==> config.mk <==
export PLATFORM = sky130hd
export DESIGN_NAME = result_collector_flat
export DESIGN_NICKNAME = d
export VERILOG_FILES = /design/src/rtl/result_collector_if.sv /design/src/rtl/result_collector.sv /design/src/flat_wrapper.sv
export SDC_FILE = /design/constraint.sdc
export NUM_CORES = 1
export LEC_CHECK = 0
export CORE_UTILIZATION = 50
export CTS_CLUSTER_SIZE = 28
export DETAILED_ROUTE_END_ITERATION = 6
export PLACE_DENSITY = 0.73
export SLEW_MARGIN = 10
export SYNTH_ARGS = -nofsm -noshare
export SYNTH_HDL_FRONTEND = slang
export SYNTH_SLANG_ARGS = --single-unit
export TNS_END_PERCENT = 5
==> constraint.sdc <==
create_clock -name clk -period 6.45 [get_ports clk]
set_input_delay 1.6125 -clock clk [delete_from_list [all_inputs] [get_ports clk]]
set_output_delay 1.6125 -clock clk [all_outputs]
set_load 0.02 [all_outputs]
==> src/rtl/result_collector_if.sv <==
// Tile-result ingress and coordinate-tagged result egress of the result collector.
// Egress handshake: a word transfers on a clock edge where out_valid && out_ready; while
// out_valid is high and out_ready is low, out_data/out_row/out_col stay unchanged.
interface result_collector_if;
  logic        push11;
  logic        pushedge;
  logic        push22;
  logic [31:0] c11;
  logic [31:0] c12;
  logic [31:0] c21;
  logic [31:0] c22;
  logic [31:0] out_data;
  logic [16:0] out_row;
  logic [16:0] out_col;
  logic        out_valid;
  logic        out_ready;

  modport master (
    output push11, pushedge, push22, c11, c12, c21, c22, out_ready,
    input  out_data, out_row, out_col, out_valid
  );

  modport slave (
    input  push11, pushedge, push22, c11, c12, c21, c22, out_ready,
    output out_data, out_row, out_col, out_valid
  );
endinterface

==> src/rtl/result_collector.sv <==
// Collects 2x2 tile results into a FIFO and streams them out in row-major order,
// tagging each word with its matrix row/column.
module result_collector #(
  parameter int DEPTH = 8
) (
  input  logic                clk,
  input  logic                reset,
  input  logic                start,
  input  logic [16:0]         size,
  result_collector_if.slave   bus,
  output logic                done,
  output logic                overflow,
  output logic                busy,
  output logic [1:0]          state_dbg
);
  localparam int AW = $clog2(DEPTH);

  localparam logic [1:0] IDLE    = 2'd0;
  localparam logic [1:0] ACTIVE  = 2'd1;
  localparam logic [1:0] DONE_ST = 2'd2;

  logic [1:0]    state;
  logic [AW-1:0] wr_ptr;
  logic [AW-1:0] wr_ptr_p1;
  logic [AW-1:0] rd_ptr;
  logic [AW:0]   occ;
  logic [AW:0]   free;
  logic [31:0]   mem [DEPTH];
  logic [15:0]   h;
  logic [15:0]   tr;
  logic [15:0]   tc;
  logic [1:0]    e;
  logic [1:0]    n_req;
  logic [1:0]    n_wr;
  logic          fits;
  logic          wr_en;
  logic          pop;
  logic          last_word;

  // Only the highest-priority strobe is serviced; the rest are silently ignored.
  always_comb begin
    n_req = 2'd0;
    if (bus.push11)        n_req = 2'd1;
    else if (bus.pushedge) n_req = 2'd2;
    else if (bus.push22)   n_req = 2'd1;
  end

  // Free space is judged on start-of-cycle occupancy; a same-cycle pop does not help.
  assign free      = (AW+1)'(DEPTH) - occ;
  assign fits      = {{(AW-1){1'b0}}, n_req} <= free;
  assign wr_en     = (state == ACTIVE) && (n_req != 2'd0) && fits;
  assign n_wr      = wr_en ? n_req : 2'd0;
  assign wr_ptr_p1 = wr_ptr + AW'(1);

  assign bus.out_valid = (state == ACTIVE) && (occ != '0);
  assign pop           = bus.out_valid && bus.out_ready;
  assign last_word     = (e == 2'd3) && (tc == h - 16'd1) && (tr == h - 16'd1);

  assign bus.out_data = bus.out_valid ? mem[rd_ptr] : 32'd0;
  assign bus.out_row  = {tr, e[1]};
  assign bus.out_col  = {tc, e[0]};

  assign done      = (state == DONE_ST);
  assign busy      = (state != IDLE);
  assign state_dbg = state;

  always_ff @(posedge clk) begin
    if (wr_en) begin
      if (!bus.push11 && bus.pushedge) begin
        mem[wr_ptr]    <= bus.c12;
        mem[wr_ptr_p1] <= bus.c21;
      end else begin
        mem[wr_ptr] <= bus.push11 ? bus.c11 : bus.c22;
      end
    end
  end

  always_ff @(posedge clk or posedge reset) begin
    if (reset) begin
      state    <= IDLE;
      wr_ptr   <= '0;
      rd_ptr   <= '0;
      occ      <= '0;
      h        <= '0;
      tr       <= '0;
      tc       <= '0;
      e        <= '0;
      overflow <= 1'b0;
    end else begin
      case (state)
        IDLE: begin
          if (start && (size >= 17'd2)) begin
            state    <= ACTIVE;
            h        <= size[16:1];
            tr       <= '0;
            tc       <= '0;
            e        <= '0;
            overflow <= 1'b0;
            // Leftovers from a previous job would get wrong coordinates, so start empty.
            wr_ptr   <= '0;
            rd_ptr   <= '0;
            occ      <= '0;
          end
        end
        ACTIVE: begin
          if ((n_req != 2'd0) && !fits) overflow <= 1'b1;
          if (wr_en) wr_ptr <= wr_ptr + AW'(n_req);
          occ <= occ + (AW+1)'(n_wr) - (AW+1)'(pop);
          if (pop) begin
            rd_ptr <= rd_ptr + AW'(1);
            e      <= e + 2'd1;
            if (e == 2'd3) begin
              if (tc == h - 16'd1) begin
                tc <= '0;
                tr <= tr + 16'd1;
              end else begin
                tc <= tc + 16'd1;
              end
            end
            if (last_word) state <= DONE_ST;
          end
        end
        DONE_ST: state <= IDLE;
        default: state <= IDLE;
      endcase
    end
  end
endmodule

==> src/flat_wrapper.sv <==
// flat-port wrapper written by rule: the top's interface ports become plain ports
module result_collector_flat 
#(
  parameter int DEPTH = 8
)
  (clk, reset, start, size, done, overflow, busy, state_dbg, bus_push11, bus_pushedge, bus_push22, bus_c11, bus_c12, bus_c21, bus_c22, bus_out_ready, bus_out_data, bus_out_row, bus_out_col, bus_out_valid);
  result_collector_if bus_i ();
  input  logic clk;
  input  logic reset;
  input  logic start;
  input  logic [16:0] size;
  output logic done;
  output logic overflow;
  output logic busy;
  output logic [1:0] state_dbg;
  input wire logic [$bits(bus_i.push11)-1:0] bus_push11;
  input wire logic [$bits(bus_i.pushedge)-1:0] bus_pushedge;
  input wire logic [$bits(bus_i.push22)-1:0] bus_push22;
  input wire logic [$bits(bus_i.c11)-1:0] bus_c11;
  input wire logic [$bits(bus_i.c12)-1:0] bus_c12;
  input wire logic [$bits(bus_i.c21)-1:0] bus_c21;
  input wire logic [$bits(bus_i.c22)-1:0] bus_c22;
  input wire logic [$bits(bus_i.out_ready)-1:0] bus_out_ready;
  output wire logic [$bits(bus_i.out_data)-1:0] bus_out_data;
  output wire logic [$bits(bus_i.out_row)-1:0] bus_out_row;
  output wire logic [$bits(bus_i.out_col)-1:0] bus_out_col;
  output wire logic [$bits(bus_i.out_valid)-1:0] bus_out_valid;
  assign bus_i.push11 = bus_push11;
  assign bus_i.pushedge = bus_pushedge;
  assign bus_i.push22 = bus_push22;
  assign bus_i.c11 = bus_c11;
  assign bus_i.c12 = bus_c12;
  assign bus_i.c21 = bus_c21;
  assign bus_i.c22 = bus_c22;
  assign bus_i.out_ready = bus_out_ready;
  assign bus_out_data = bus_i.out_data;
  assign bus_out_row = bus_i.out_row;
  assign bus_out_col = bus_i.out_col;
  assign bus_out_valid = bus_i.out_valid;
  result_collector #(.DEPTH(DEPTH)) u_core (.clk(clk), .reset(reset), .start(start), .size(size), .bus(bus_i), .done(done), .overflow(overflow), .busy(busy), .state_dbg(state_dbg));
endmodule
==> summary.txt <==
Run status
  – Run status: finished clean

Pwr
  – Static leakage: a little under 8 nW
  – Clock power frac: roughly 20%
  – Sw power: 3.46 mW
  – Internal power: 6.42 mW
  – Pwr dens: 454 nW/um^2
  – Power share of the sequential group: 36.4%
  – Overall Power: 9.89 mW
  – Combinational share of power: about 43%
  – Switch share: between 30% and 40%
  – Peak VDD IR: 0.318 mV

CTS
  – Clock tree buffer depth: 3
  – Clock transition at path regs: 0.06 ns
  – H-tree lvl count: 2
  – Hold-fix buffers at CTS: 0
  – Sink Count: 319
  – Number of buffers created by CTS: 37
  – Skew-Pair Late Insertion Delay: 0.54 ns
  – Root buffer cell: clkbuf_16
  – Setup Buffers After CTS: 0
  – Post-CTS Resized: 0
  – CTS tree: yes

Logic synthesis
  – Top post-synthesis cells by area: edfxtp_1 43%, mux2_2 16%, dfrtp_1 8.8%
  – Compound-cell area share of the yosys netlist: 3.31%
  – Cells after Synth: 1321
  – Synth Area in Simple Gates: 8.72%
  – Syn_area_per_cell: 13.5 um^2
  – Post-synth ARST share: 19.7%
  – Synthesized Nets: 1491
  – Synth Area in XOR/XNOR: 3.38%
  – Multiplexer area fraction after synthesis: 28.4%
  – EDFF count, synth: roughly 260
  – Cell Area, Synth: 17800 um^2
  – Seq/Total Area, Yosys: approximately half
  – Commonest register cell after synthesis: edfxtp_1
  – Area share of the largest cell type after synthesis: 43.1%
  – Largest family of logic cells by synthesized area: multiplexers
  – Synth warn: 0
  – Yosys cell types: 73
  – Adder-cell share of the synthesized area: 1.35%
  – Number of synthesized register bits: 319
  – Area leader, netlist: edfxtp_1

Detailed routing
  – Wirelength per Cell: 23.4 um
  – 1st-iter DRT viols: 885
  – Post-route ant nets: 0
  – DRT Wirelength: 46900 um
  – Drt pass-1 iters: 6
  – Vias/cell: 5.99
  – Residual DRC count: 0
  – Via Count: between 10000 and 15000

Job
  – Max-Cap Viols: 0

Worst setup path
  – Worst r2r src: u_core.h[0]
  – WP data required: 4.84 ns
  – CP endpoint kind: output pin
  – Origin of the worst setup path: u_core.rd_ptr[1]
  – CP Launch Type: register
  – Worst setup path class: register to output pin
  – Crit-path max FO: 40
  – Arrival time at the worst endpoint: 3.35 ns

Global route
  – Largest net degree at the start of global routing: 64
  – Grt ovf: 0
  – Vias in the first global route: 12067
  – Global Route Usage Sum: 26.0%
  – Initial antenna violation count: 2
  – First-pass GRT wire length: a little over 70000 um

Timing
  – # setup viols final: 0
  – RSZ-0062 raised after global routing: false
  – Slew @ Worst Pin: between 1 and 1.5 ns
  – Final Cycle Share: 76.9%
  – WHS: between 0.4 and 0.5 ns
  – Layout Skew: 0.0240 ns
  – Setup TNS: 0 ns
  – Fmax: 202 MHz
  – Max Slew Vio Count: 0
  – Slew Limit Headroom: 22.8%
  – Endpoints failing hold: 0
  – Final worst path period need: 4.96 ns

Finish
  – Filler cells: about 2700
  – P&R area growth vs syn: 22.1%
  – Final net count: 1693
  – Layout cells sized above 1: ~28%
  – Layout Cells excl Fill: 2005

Floorplanning
  – Die height: ~190 um
  – Die area: 36400 um^2
  – Ports: about 220
  – Number of core rows: 68
  – Starting density of the core: between 50% and 60%
  – Core Area: between 30000 and 40000 um^2
  – Die width: 191 um

Placement
  – Routability Congestion: 0.832
  – Dpl hpwl: 28900 um
  – DP Cell Count: 1939
  – Port bufs: 222

Hold path
  – HP Start: u_core.occ[2]
  – Hold Path Class: register to register
==> synthesized netlist by cell type, types with 11 or more instances <==
cell type	instances
xnor2_1	31
dfrtp_1	63
nand4_1	18
mux2_2	256
buf_2	14
mux2i_1	71
nand2b_1	11
nor3_1	11
nor2_1	75
inv_1	29
nand3_1	19
mux4_2	64
edfxtp_1	256
clkbuf_1	48
buf_1	20
nand2_1	116
xor2_1	27
o21ai_0	16
ha_1	16
o21ai_1	32
==> cell families (layout without fill, tap and decap cells) <==
kind of cell,Yosys count,count (layout)
AOI/OAI and AO/OA,93,93
DFF,319,319
adders and majority gates,18,18
and+or+nand+nor,316,316
buffers and inverters,119,345
other,0,3
xor gates and xnor gates,62,62
muxes,394,394
==> flip-flops by register name, indices dropped and copies added, names as in the netlist <==
signal	count
u_core.e	2
u_core.h	16
u_core.mem	256
u_core.occ	4
u_core.overflow	1
u_core.rd_ptr	3
u_core.state_dbg	2
u_core.tc	16
u_core.tr	16
u_core.wr_ptr	3
==> layout by cell type (no fill, tap or decap), drive strengths merged, types with 3 or more instances in the layout <==
cell / n
a21oi: 10
a22o: 8
and3: 11
and4: 4
buf: 32
clkbuf: 44
clkdlybuf4s50: 221
clkinv: 13
clkinvlp: 3
dfrtp: 63
diode: 3
edfxtp: 256
ha: 16
inv: 30
mux2: 259
mux2i: 71
mux4: 64
nand2: 116
nand2b: 11
nand3: 19
nand4: 18
nor2: 75
nor3: 13
nor4: 10
nor4b: 3
o2111ai: 3
o21ai: 48
o21bai: 4
or2: 4
or3: 11
or4: 9
xnor2: 31
xnor3: 4
xor2: 27
==> layout make-up <==
| class | instances | area, um^2 | area share, % |
|---|---|---|---|
| timing repair buffer | 253 | 2470 | 11.4 |
| tap | 455 | 569 | 2.62 |
| multi-input combinational | 883 | 8200 | 37.7 |
| clock inverter | 19 | 161 | 0.742 |
| antenna | 3 | 7.51 | 0.0345 |
| sequential | 319 | 9270 | 42.6 |
| inverter | 29 | 109 | 0.500 |
| clock buffer | 44 | 973 | 4.47 |
==> worst max-delay path, cell delays in order, from the launching register on <==
cell and delay [ns]:
dfrtp_2 1.13, buf_4 0.44, mux4_2 0.26, mux2i_1 0.07, nor2_1 0.24, clkdlybuf4s50_1 0.67
==> per-stage QoR <==
stage	setup slack [ns]	utilization, %	instance area, um^2
floorplan	0.648	-	17800
global placement	1.10	59.3	20600
detailed placement	1.08	59.3	20600
CTS	1.45	62.5	21800
global route	1.29	62.5	21800
finish	1.49	62.5	21800
==> power by group through the flow <==
| stage | clock, mW | combinational, mW | sequential, mW |
|---|---|---|---|
| 4_1_cts | 2.02 | 4.32 | 3.61 |
| 3_5_place_dp | 0 | 4.29 | 3.64 |
| 2_1_floorplan | 0 | 2.89 | 3.41 |
| 6_report | 2.00 | 4.29 | 3.60 |
| 3_3_place_gp | 0 | 4.21 | 3.61 |
| 5_1_grt | 2.09 | 4.60 | 3.67 |
==> per-layer routing <==
layer	routed length, um	global-route usage [%]	up-vias	part of all wire [%]
met3	3180	4.20	83	6.8
met5	0	0	-	0
li1	-	-	5431	-
met1	19400	34.3	6066	41
met2	23000	43.6	431	49
met4	1210	8.55	0	2.6
==> worst paths after layout <==
kind	to	slack (ns)	cells past startpoint
setup / recovery	bus_out_data[19]	1.49	5
max in group asynchronous	u_core.rd_ptr[0]	4.18	3
min in group asynchronous	u_core.wr_ptr[2]	1.66	3
hold reg to reg	u_core.occ[2]	0.49	2
hold / removal	u_core.occ[2]	0.49	2
setup reg to reg	u_core.tr[0]	2.55	9
Note: power is estimated with default switching activity, not from simulation.
